<file path="src/rtl/jogo_memoria_param.sv">
`timescale 1ns/1ps
// Memory-sequence game engine: plays a growing sequence on the LEDs and checks the
// player's presses. New entries come from an LFSR (modo 0) or are recorded by the player (modo 1).
module jogo_memoria_param #(
    parameter int N_BUTTONS      = 4,
    parameter int DEPTH          = 16,
    parameter int TIMEOUT_CYCLES = 5000,
    parameter int SHOW_CYCLES    = 1000,
    localparam int ADDR_W        = $clog2(DEPTH)
) (
    input  logic                 clock,
    input  logic                 reset,
    input  logic                 iniciar,
    input  logic                 modo,
    input  logic [N_BUTTONS-1:0] botoes,
    output logic [N_BUTTONS-1:0] leds,
    output logic                 acertou,
    output logic                 errou,
    output logic                 timeout,
    output logic                 pronto,
    output logic [3:0]           db_estado,
    output logic [ADDR_W-1:0]    db_rodada,
    output logic [ADDR_W-1:0]    db_endereco,
    output logic [N_BUTTONS-1:0] db_jogada
);

    localparam int TMR_MAX = (TIMEOUT_CYCLES > SHOW_CYCLES) ? TIMEOUT_CYCLES : SHOW_CYCLES;
    localparam int TMR_W   = $clog2(TMR_MAX + 1);

    typedef enum logic [3:0] {
        INICIAL        = 4'h0,
        PREPARA        = 4'h1,
        MOSTRA         = 4'h2,
        APAGA          = 4'h3,
        ESPERA         = 4'h4,
        COMPARA        = 4'h5,
        PROXIMO        = 4'h6,
        ESCREVE_ESPERA = 4'h7,
        ESCREVE        = 4'h8,
        PROX_RODADA    = 4'h9,
        FIM_ACERTO     = 4'hA,
        FIM_ERRO       = 4'hB,
        FIM_TIMEOUT    = 4'hC
    } state_t;

    state_t               state;
    state_t               state_next;
    logic [15:0]          lfsr;
    logic [N_BUTTONS-1:0] mem [DEPTH];
    logic [ADDR_W-1:0]    rodada;
    logic [ADDR_W-1:0]    endereco;
    logic [TMR_W-1:0]     timer;
    logic                 modo_r;
    logic [N_BUTTONS-1:0] botoes_prev;
    logic [N_BUTTONS-1:0] jogada;

    logic                 press;
    logic                 one_hot;
    logic                 show_done;
    logic                 to_done;
    logic                 rodada_last;
    logic [31:0]          lfsr_sel;
    logic [N_BUTTONS-1:0] entry;
    logic [N_BUTTONS-1:0] mem_rd;
    logic                 mem_we;
    logic [ADDR_W-1:0]    mem_wa;
    logic [N_BUTTONS-1:0] mem_wd;

    // A press is the first non-zero cycle after an all-released cycle, so holding counts once.
    assign press       = (botoes != '0) && (botoes_prev == '0);
    assign one_hot     = (botoes & (botoes - 1'b1)) == '0;
    assign show_done   = (timer == TMR_W'(SHOW_CYCLES - 1));
    assign to_done     = (timer == TMR_W'(TIMEOUT_CYCLES - 1));
    assign rodada_last = (rodada == ADDR_W'(DEPTH - 1));
    assign lfsr_sel    = 32'(lfsr) % 32'(N_BUTTONS);
    assign entry       = N_BUTTONS'(1) << lfsr_sel;
    assign mem_rd      = mem[endereco];

    always_comb begin
        state_next = state;
        case (state)
            INICIAL, FIM_ACERTO, FIM_ERRO, FIM_TIMEOUT:
                if (iniciar) state_next = PREPARA;
            PREPARA:
                state_next = modo_r ? ESCREVE_ESPERA : MOSTRA;
            MOSTRA:
                if (show_done) state_next = APAGA;
            APAGA:
                if (show_done) state_next = (endereco < rodada) ? MOSTRA : ESPERA;
            ESPERA:
                if (press)        state_next = COMPARA;
                else if (to_done) state_next = FIM_TIMEOUT;
            COMPARA:
                if (jogada != mem_rd)         state_next = FIM_ERRO;
                else if (endereco < rodada)   state_next = PROXIMO;
                else                          state_next = PROX_RODADA;
            PROXIMO:
                state_next = ESPERA;
            PROX_RODADA:
                if (rodada_last) state_next = FIM_ACERTO;
                else             state_next = modo_r ? ESCREVE_ESPERA : MOSTRA;
            ESCREVE_ESPERA:
                if (press)        state_next = one_hot ? ESCREVE : FIM_ERRO;
                else if (to_done) state_next = FIM_TIMEOUT;
            ESCREVE:
                state_next = MOSTRA;
            default:
                state_next = INICIAL;
        endcase
    end

    always_comb begin
        mem_we = 1'b0;
        mem_wa = '0;
        mem_wd = entry;
        if (state == PREPARA && !modo_r) begin
            mem_we = 1'b1;
        end else if (state == PROX_RODADA && !rodada_last && !modo_r) begin
            mem_we = 1'b1;
            mem_wa = rodada + 1'b1;
        end else if (state == ESCREVE) begin
            mem_we = 1'b1;
            mem_wa = endereco;
            mem_wd = jogada;
        end
    end

    // Sequence storage has no reset; only entries already written are ever read back.
    always_ff @(posedge clock) begin
        if (reset && mem_we) mem[mem_wa] <= mem_wd;
    end

    always_ff @(posedge clock) begin
        if (!reset) begin
            state       <= INICIAL;
            lfsr        <= 16'hACE1;
            rodada      <= '0;
            endereco    <= '0;
            timer       <= '0;
            modo_r      <= 1'b0;
            botoes_prev <= '0;
            jogada      <= '0;
            acertou     <= 1'b0;
            errou       <= 1'b0;
            timeout     <= 1'b0;
            pronto      <= 1'b0;
        end else begin
            state       <= state_next;
            lfsr        <= {lfsr[0] ^ lfsr[2] ^ lfsr[3] ^ lfsr[5], lfsr[15:1]};
            botoes_prev <= botoes;
            timer       <= (state_next != state) ? '0 : timer + 1'b1;
            if (press) jogada <= botoes;
            acertou <= (state_next == FIM_ACERTO);
            errou   <= (state_next == FIM_ERRO) || (state_next == FIM_TIMEOUT);
            timeout <= (state_next == FIM_TIMEOUT);
            pronto  <= (state_next == FIM_ACERTO) || (state_next == FIM_ERRO) ||
                       (state_next == FIM_TIMEOUT);
            case (state)
                INICIAL, FIM_ACERTO, FIM_ERRO, FIM_TIMEOUT:
                    if (iniciar) begin
                        rodada   <= '0;
                        endereco <= '0;
                        modo_r   <= modo;
                    end
                APAGA:
                    if (show_done) endereco <= (endereco < rodada) ? endereco + 1'b1 : '0;
                PROXIMO:
                    endereco <= endereco + 1'b1;
                PROX_RODADA:
                    if (!rodada_last) begin
                        rodada   <= rodada + 1'b1;
                        endereco <= modo_r ? rodada + 1'b1 : '0;
                    end
                ESCREVE:
                    endereco <= '0;
                default: ;
            endcase
        end
    end

    always_comb begin
        leds = '0;
        case (state)
            MOSTRA:                 leds = mem_rd;
            ESPERA, ESCREVE_ESPERA: leds = botoes;
            default: ;
        endcase
    end

    assign db_estado   = state;
    assign db_rodada   = rodada;
    assign db_endereco = endereco;
    assign db_jogada   = jogada;

endmodule
</file>
<file path="config.mk">
export PLATFORM = sky130hd
export DESIGN_NAME = jogo_memoria_param
export DESIGN_NICKNAME = d
export VERILOG_FILES = /design/src/rtl/jogo_memoria_param.sv
export SDC_FILE = /design/constraint.sdc
export NUM_CORES = 1
export LEC_CHECK = 0
export ABC_CLOCK_PERIOD_IN_PS = 6600
export CELL_PAD_IN_SITES_DETAIL_PLACEMENT = 1
export CELL_PAD_IN_SITES_GLOBAL_PLACEMENT = 1
export CORE_MARGIN = 8
export CORE_UTILIZATION = 35
export DETAILED_ROUTE_END_ITERATION = 6
export PLACE_DENSITY_LB_ADDON = 0.1
export SLEW_MARGIN = 10
export SYNTH_ARGS = -nofsm -noshare
export SYNTH_HDL_FRONTEND = slang
export SYNTH_SLANG_ARGS = --single-unit
</file>
<file path="constraint.sdc">
create_clock -name clock -period 6.6 [get_ports clock]
set_input_delay 1.65 -clock clock [delete_from_list [all_inputs] [get_ports clock]]
set_output_delay 1.65 -clock clock [all_outputs]
set_load 0.01 [all_outputs]
</file>
# == Word-level counts from Yosys, hierarchy flattened ==
# Memory sizes are Yosys's and may differ from the RTL's. A register that Yosys moved wholly into a read port is not among the register bits.
# Index checks and enable logic that the tools add are counted.
# word_totals
ff_bits,54
n_memories,1
elab_cells,104
input_bits,8
output_inout_bits,24
ramBits,64
# memory_table
name,depth,width,read_ports,rd_clocked_by_memory_dff,write_ports,line,text
mem,16,4,1,1,1,49,logic [N_BUTTONS-1:0] mem [DEPTH];
# classes
order_cmp,1
shifts,1
bitwise_logic,5
n_mux,35
add_sub_neg,4
reduce_logical,22
n_eq_ne,23
# op_table
op,count
2-to-1 mux 4 bit,23
case mux 4 bit (10 select lines),1
equality test 4 bit (second input constant),9
case mux 4 bit (5 select lines),1
equality test 4 x 3 -> 1 bit (second input constant),4
case mux 4 bit (2 select lines),2
adder 13 x 1 -> 13 bit (second input constant),1
equality test 13 x 10 -> 1 bit (second input constant),1
equality test 13 bit (second input constant),1
logical NOT 4 bit,3
adder 4 x 1 -> 4 bit (second input constant),2
equality test 4 x 2 -> 1 bit (second input constant),2
!= test 4 bit,2
2-to-1 mux 3 bit,2
!= test 2 bit (second input constant),3
logical AND 1 bit,5
2-to-1 mux 1 bit,5
nonzero test 5 bit,1
bitwise AND 4 bit,1
equality test 4 x 1 -> 1 bit (second input constant),1
< comparator 4 bit,1
AND reduction 4 bit,1
nonzero test 4 bit,1
OR reduction 2 bit,2
11 further kinds,16

# == Logic depth before layout (Yosys ltp) ==
# Gate-level depths: netlist (run 1).
# logic_depth
ltp_word,9
ltp_mapped,11

# == Worst setup path before layout (run 1) ==
# Ideal clock, no wire load.
# synth_timing
path_type,input to register
from,input botoes[1]
to,register timer[6]
t_arrival_ps,4057
cell_stages,9
t_required_ps,6538
slack_ps,2482
path_buffers,1
setup_time_ps,62
cell_sequence,or3_1 > o21ai_1 > nand2_1 > and3_1 > or4_1 > o211ai_1 > or4b_4 > buf_8 > nor2_4
# synth_via
elab_chain_cells,8
elab_cells_between_ends,11
cone_classes,add/sub: 1; eq/ne: 1; mux: 4; bitwise: 1; reduce/logical: 4
# synth_rtl
element,line,text
"start, declared",15,"input logic [N_BUTTONS-1:0] botoes,"
subtractor 4 x 1 -> 4 bit,71,assign one_hot = (botoes & (botoes - 1'b1)) == '0;
bitwise AND 4 bit,71,
logical NOT 4 bit,71,
2-to-1 mux 2 bit,103,if (press) state_next = one_hot ? ESCREVE : FIM_ERRO;
2-to-1 mux 4 bit,103,
case mux 4 bit (10 select lines) (*),81,case (state)
!= test 4 bit (*),151,timer <= (state_next != state) ? '0 : timer + 1'b1;
OR reduction 2 bit (no line) (*),--,
"end signal, assigned",151,
"end, declared",52,logic [TMR_W-1:0] timer;
# Mark *: on every way between the ends. The rest lies on a longest branch, timed or not.
# A chain may end at the register's enable or synchronous reset.

==> out/metrics.csv, run 1 <==
stage,metric,value,unit
final_layout,layout cells sized above 1,0.128,
global_routing,Overflow after GRT,0,
clock_tree,worst skew pair latency,0.42,ns
routing,DR vias,3963,
logic_synthesis,Avg Inst Size Synth,11.2,µm²
sta,Final setup viols,0,
floorplan,die area,20400,µm²
global_routing,number of global-route vias before repair,4212,
logic_synthesis,Post-synth EDFFs,64,
global_routing,Total GRT Usage,0.151,
sta,Worst Max-Slew Pin Slew,1.09,ns
clock_tree,TritonCTS clock tree,built,
flow_run,# Max-Cap Violations,0,
logic_synthesis,Mapped Area,5640,µm²
sta,fmax,0.202,GHz
logic_synthesis,ys flop type,edfxtp_1,
clock_tree,Sink Count,122,
floorplan,Core Area,15800,µm²
logic_synthesis,Cell variety after synth,60,
critical_path,"Max FO, Critical Path",12,
floorplan,DIE WIDTH,143,µm
floorplan,DIE HEIGHT,143,µm
final_layout,Final nets,555,
logic_synthesis,Yosys warning count,0,
placed_design,DP HPWL,10.2,mm
routing,DR WL/cell,18.7,µm
final_layout,Finished Layout Cells,770,
routing,DRC,0,
placed_design,PortBufs,31,
clock_tree,clock root buffer,clkbuf_16,
floorplan,Ports,32,
routing,Pre-antenna DRT Iters,4,
sta,Max Slew Vio Count,0,
critical_path,Most common cell on crit path,a22oi_1,
logic_synthesis,post-synthesis cell count,504,
sta,max_slew headroom,0.267,
critical_path,Crit Path Class,reg -> out,
critical_path,WP buf/inv,1,
sta,setup TNS,0,ns
critical_path,CP max stage cell,dfxtp_1,
power_and_ir_drop,Worst VDD drop,0.164,mV
power_and_ir_drop,Leakage Power,0.00224,µW
logic_synthesis,sequential fraction of the synthesis area,0.547,
floorplan,Initial Utilization,0.356,
critical_path,crit-path max cell delay,0.92,ns
placed_design,dpl cells,738,
critical_path,Setup crit start kind,flip-flop,
routing,drt initial violations,283,
routing,Post-Route WL,14.4,mm
final_layout,"commonest non-fill, non-tap cell in the layout",edfxtp_1,
critical_path,CP top delay family,flip-flops,
sta,fin crit period,4.95,ns
global_routing,largest net degree at the start of global routing,40,
placed_design,GP Congestion,0.816,
sta,"Hold Vio Cnt, Final",0,
sta,final period utilization,0.750,
clock_tree,CTS buffer count,17,
clock_tree,post-cts sizing count,0,
logic_synthesis,flop and latch count out of synthesis,122,
final_layout,most frequent cells in the layout,"edfxtp_1, dfxtp_1, nor2_1, nand2_1, clkdlybuf4s50_1",
sta,unrepaired setup endpoints after global routing,no,
logic_synthesis,Post-synth ARST share,0,
global_routing,initial antenna violation count,0,
clock_tree,cts hold-fix bufs,0,
clock_tree,clk buf depth,2,
clock_tree,postcts setup bufs,0,
critical_path,Crit. End Element,output pin,
routing,Via density,5.15,
critical_path,Worst EP arrival,3.30,ns
routing,Antenna Violating Nets Remaining,0,
sta,final worst setup slack,1.65,ns
final_layout,ANT cells,0,
outcome,outcome,completed,
hold_path,Hold Path Class,reg -> reg,
power_and_ir_drop,power density over cell area,282,nW/µm²
placed_design,pre-CTS setup slack,1.59,ns
sta,worst-case clock skew,0.00874,ns
critical_path,CP Data Required Time,4.95,ns
clock_tree,Clock Pin Slew Worst Setup and Hold Paths,0.06,ns
floorplan,placement row count,46,
final_layout,# fillers,1718,
final_layout,area delta synth->final,20.2,%
logic_synthesis,Syn Nets,518,
global_routing,first-pass GRT wire length,23.2,mm
clock_tree,Max H-tree Level,4,
critical_path,crit-path cells,mux4_2 -> a22oi_1 -> nand2_1 -> a22oi_1 -> nor2_1 -> clkdlybuf4s50_1,
==> final cells by class <==
cell class | instances | area (µm²) | share of cell area
sequential | 122 | 3080 | 0.455
multi-input combinational | 351 | 2410 | 0.356
clock buffer | 17 | 425 | 0.0628
timing repair buffer | 39 | 370 | 0.0547
tap | 216 | 270 | 0.0399
clock inverter | 15 | 175 | 0.0259
inverter | 10 | 37.5 | 0.00554
==> state kept, by name, summed over array words and instances (netlist names), 4 cells and up, named ones only <==
register / flops
botoes_prev: 4
db_endereco: 4
db_jogada: 4
db_estado: 4
mem: 64
timer: 13
db_rodada: 4
lfsr: 16
==> logic make-up (layout without fill, tap and decap cells) <==
group / Yosys count / count (layout) / share of synthesized area
AO/OA/AOI/OAI: 93 / 93 / 0.110
XOR/XNOR: 20 / 20 / 0.0311
adder cells (fa/ha/maj): 6 / 6 / 0.0133
buffers and inverters: 31 / 81 / 0.0251
flip-flops: 122 / 122 / 0.547
multiplexers: 26 / 26 / 0.0773
AND/OR/NAND/NOR: 206 / 206 / 0.196
==> worst paths after layout <==
check / startpoint / end / slack (ns) / cells past startpoint
setup / recovery: flip-flop / leds[2] / 1.65 / 6
hold / removal: lfsr[12]$_SDFF_PN0_ / lfsr[11]$_SDFF_PN1_ / 0.41 / 1
setup reg to reg: flip-flop / timer[4]$_SDFF_PP0_ / 2.56 / 8
hold reg to reg: lfsr[12]$_SDFF_PN0_ / lfsr[11]$_SDFF_PN1_ / 0.41 / 1
==> Yosys cell counts, types with 2 or more instances <==
cell      instances  share of area
or2_2             3         0.0033
nor2_2            3         0.0033
o21a_1            6         0.0080
xor2_1           14          0.022
nor2b_1          11          0.012
a21boi_0          7         0.0093
ha_1              6          0.013
clkbuf_1         13         0.0087
o32a_1            2         0.0036
nor2_4            7          0.014
nor2_1           50          0.033
buf_2             5         0.0044
a22oi_1          14          0.019
a211o_1           2         0.0031
mux4_2           14          0.056
and2_1           17          0.019
o22ai_1           3         0.0033
or3_1             2         0.0022
o32ai_1           3         0.0047
nand2b_1         15          0.017
edfxtp_1         64           0.34
o31ai_1           2         0.0027
nor4_1            4         0.0044
nand2_1          46          0.031
nor3_1           10         0.0089
o21ai_0          17          0.015
a21oi_1          21          0.019
inv_1            10         0.0067
xnor2_1           6         0.0093
and3_1            9          0.010
o211ai_1          3         0.0040
or4_1             3         0.0040
o21bai_1          2         0.0027
dfxtp_1          58           0.21
nand4_1           3         0.0033
mux2i_1          12          0.021
nand3_1          13          0.012
a41oi_1           2         0.0031
==> through the flow <==
| stage | utilization | power [µW] | hold WS (ns) | cell area (µm²) |
|---|---|---|---|---|
| 2_1_floorplan | - | 930 | 0.386 | 5640 |
| 3_3_place_gp | 0.390 | 975 | 0.392 | 6170 |
| 3_5_place_dp | 0.390 | 977 | 0.396 | 6170 |
| 4_1_cts | 0.428 | 1930 | 0.411 | 6770 |
| 5_1_grt | 0.428 | 1980 | 0.422 | 6770 |
| 6_report | 0.428 | 1910 | 0.406 | 6770 |
==> per-layer routing <==
layer	GRT usage	vias to the layer above	share of wire
met3	0.0361	11	0.022
met2	0.261	51	0.51
met1	0.177	1973	0.46
met5	0	-	0
li1	-	1928	-
met4	0.0570	0	0.011
==> worst register-to-register path, stage by stage, from the launching register on <==
cell     delay [ns]
dfxtp_1        0.92
mux4_2         0.61
a22oi_1        0.42
a21oi_1        0.13
or4_4          0.59
nor4_2         0.38
nor2_1         0.10
or4b_4         0.68
nor2_1         0.16
==> where the power goes <==
group          switching [µW]  total, µW  internal, µW
Sequential               13.9        825           811
Clock                     354        947           594
Combinational            83.4        136          52.7
Note: power is estimated with default switching activity, not from simulation.
==> run 2: changes to the inputs <==
--- a/config.mk
+++ b/config.mk
@@ -5,7 +5,7 @@
 export SDC_FILE = /design/constraint.sdc
 export NUM_CORES = 1
 export LEC_CHECK = 0
-export ABC_CLOCK_PERIOD_IN_PS = 6600
+export ABC_CLOCK_PERIOD_IN_PS = 4000
 export CELL_PAD_IN_SITES_DETAIL_PLACEMENT = 1
 export CELL_PAD_IN_SITES_GLOBAL_PLACEMENT = 1
 export CORE_MARGIN = 8
==> constraint.sdc (replaced) <==
create_clock -name clock -period 4 [get_ports clock]
set_input_delay 1 -clock clock [delete_from_list [all_inputs] [get_ports clock]]
set_output_delay 1 -clock clock [all_outputs]
set_load 0.01 [all_outputs]
==> run 2 against run 1 <==
Clock skew grew 0.0022 ns. Core utilization grew 0.93 points. Cell count grew 1.8%. Via count grew 2.3%. Sequential cell count is the same. Combinational power grew 70%. Critical path depth grew 1. Sequential power grew 65%. Largest cell class unchanged.
==> out/metrics.csv, run 2 (synthesized netlist as in run 1, its figures left out) <==
stage,metric,value,unit,change
outcome,outcome,completed,,unchanged
routing,Post-Route WL,14.7,mm,was 14.4 mm
clock_tree,clk buf depth,2,,unchanged
final_layout,ANT cells,0,,unchanged
clock_tree,Clock Pin Slew Worst Setup and Hold Paths,0.06,ns,about the same
floorplan,DIE HEIGHT,143,µm,unchanged
placed_design,GP Congestion,0.835,,was 0.816
floorplan,Ports,32,,unchanged
sta,unrepaired setup endpoints after global routing,no,,unchanged
routing,DR WL/cell,18.7,µm,about the same
clock_tree,Max H-tree Level,4,,unchanged
final_layout,largest reg by FF count,mem,,unchanged
sta,max_slew headroom,0.456,,was 0.267
clock_tree,Sink Count,122,,unchanged
placed_design,PortBufs,31,,unchanged
routing,Pre-antenna DRT Iters,4,,unchanged
sta,fmax,0.258,GHz,
routing,Antenna Violating Nets Remaining,0,,unchanged
floorplan,Initial Utilization,0.356,,unchanged
clock_tree,worst skew pair latency,0.42,ns,about the same
sta,setup TNS,0,ns,unchanged
clock_tree,cts hold-fix bufs,0,,unchanged
floorplan,DIE WIDTH,143,µm,unchanged
sta,Final setup viols,0,,unchanged
clock_tree,postcts setup bufs,0,,unchanged
sta,Max Slew Vio Count,0,,unchanged
floorplan,placement row count,46,,unchanged
critical_path,Setup crit start kind,flip-flop,,unchanged
floorplan,die area,20400,µm²,unchanged
sta,Worst Max-Slew Pin Slew,0.814,ns,was 1.09 ns
global_routing,Total GRT Usage,0.153,,was 0.151
final_layout,"commonest non-fill, non-tap cell in the layout",edfxtp_1,,unchanged
sta,fin crit period,3.87,ns,
final_layout,biggest regs,"mem (64), lfsr (16), timer (13)",,unchanged
final_layout,Final nets,569,,was 555
final_layout,number of flip-flops in the largest register,64,,unchanged
global_routing,number of global-route vias before repair,4297,,was 4212
sta,"Hold Vio Cnt, Final",0,,unchanged
placed_design,DP HPWL,10.4,mm,was 10.2 mm
power_and_ir_drop,Leakage Power,0.00232,µW,was 0.00224 µW
final_layout,layout cells sized above 1,0.151,,was 0.128
critical_path,Crit. End Element,output pin,,unchanged
critical_path,Worst EP arrival,2.87,ns,was 3.30 ns
hold_path,Hold Path Class,reg -> reg,,unchanged
flow_run,# Max-Cap Violations,0,,unchanged
final_layout,most frequent cells in the layout,"edfxtp_1, dfxtp_1, nor2_1, nand2_1, clkdlybuf4s50_1",,unchanged
critical_path,CP Data Required Time,3.00,ns,was 4.95 ns
power_and_ir_drop,Worst VDD drop,0.275,mV,was 0.164 mV
global_routing,Overflow after GRT,0,,unchanged
clock_tree,clock root buffer,clkbuf_16,,unchanged
sta,final worst setup slack,0.127,ns,was 1.65 ns
routing,Via density,5.17,,was 5.15
sta,final period utilization,0.968,,
critical_path,Crit Path Class,reg -> out,,unchanged
global_routing,initial antenna violation count,0,,unchanged
final_layout,area delta synth->final,22.8,%,was 20.2%
clock_tree,TritonCTS clock tree,built,,unchanged
placed_design,pre-CTS setup slack,0.0353,ns,was 1.59 ns
clock_tree,post-cts sizing count,0,,unchanged
routing,drt initial violations,160,,was 283
global_routing,first-pass GRT wire length,23.6,mm,was 23.2 mm
sta,worst-case clock skew,0.0110,ns,was 0.00874 ns
routing,DR vias,4053,,was 3963
power_and_ir_drop,power density over cell area,471,nW/µm²,was 282 nW/µm²
critical_path,"Max FO, Critical Path",12,,unchanged
clock_tree,CTS buffer count,17,,unchanged
routing,DRC,0,,unchanged
global_routing,largest net degree at the start of global routing,37,,was 40
power_and_ir_drop,power after layout,3260,µW,was 1910 µW
floorplan,Core Area,15800,µm²,unchanged
[run 2: power by group]
part | internal, µW | switching [µW]
logic | 94.9 | 136
registers | 1340 | 22.8
clock network | 1060 | 609
total | 2490 | 768
[run 2: cell type report]
type / count / area [µm²]
fillers: 1704 / 8910
flip-flops and latches: 122 / 3080
multi-input cells: 351 / 2420
repair buffers: 53 / 475
clock buffers: 17 / 425
well taps: 216 / 270
clock inverters: 15 / 213
inverters: 10 / 37.5
[run 2: worst max-delay path, cell delays in order, from the launching register on]
cell and delay [ns]:
dfxtp_1 0.32, buf_4 0.28, mux4_2 0.55, a22oi_1 0.41, nand2_1 0.15, a22oi_1 0.19
nor2_1 0.06, clkdlybuf4s50_1 0.48
[run 2: worst paths after layout]
path	start	depth (start not counted)	endpoint	slack, ns
hold / removal	lfsr[12]$_SDFF_PN0_	1	lfsr[11]$_SDFF_PN1_	0.41
setup / recovery	flip-flop	7	leds[0]	0.13
setup reg to reg	flip-flop	9	timer[10]$_SDFF_PP0_	0.36
hold reg to reg	lfsr[12]$_SDFF_PN0_	1	lfsr[11]$_SDFF_PN1_	0.41
[run 2: routing by layer]
layer / GRT usage / wire length, µm
met3: 0.0411 / 441
met4: 0.0638 / 208
met2: 0.263 / 7490
met5: 0 / 0
met1: 0.178 / 6530
[run 2: per-stage QoR]
stage,utilization,hold slack (ns),cell area [µm²],std cells
final,0.437,0.412,6920,784
after global routing,0.437,0.420,6920,784
after CTS,0.437,0.420,6920,784
after detailed placement,0.397,0.402,6280,752
after global placement,0.397,0.391,6280,752
after floorplan,-,0.386,5640,504
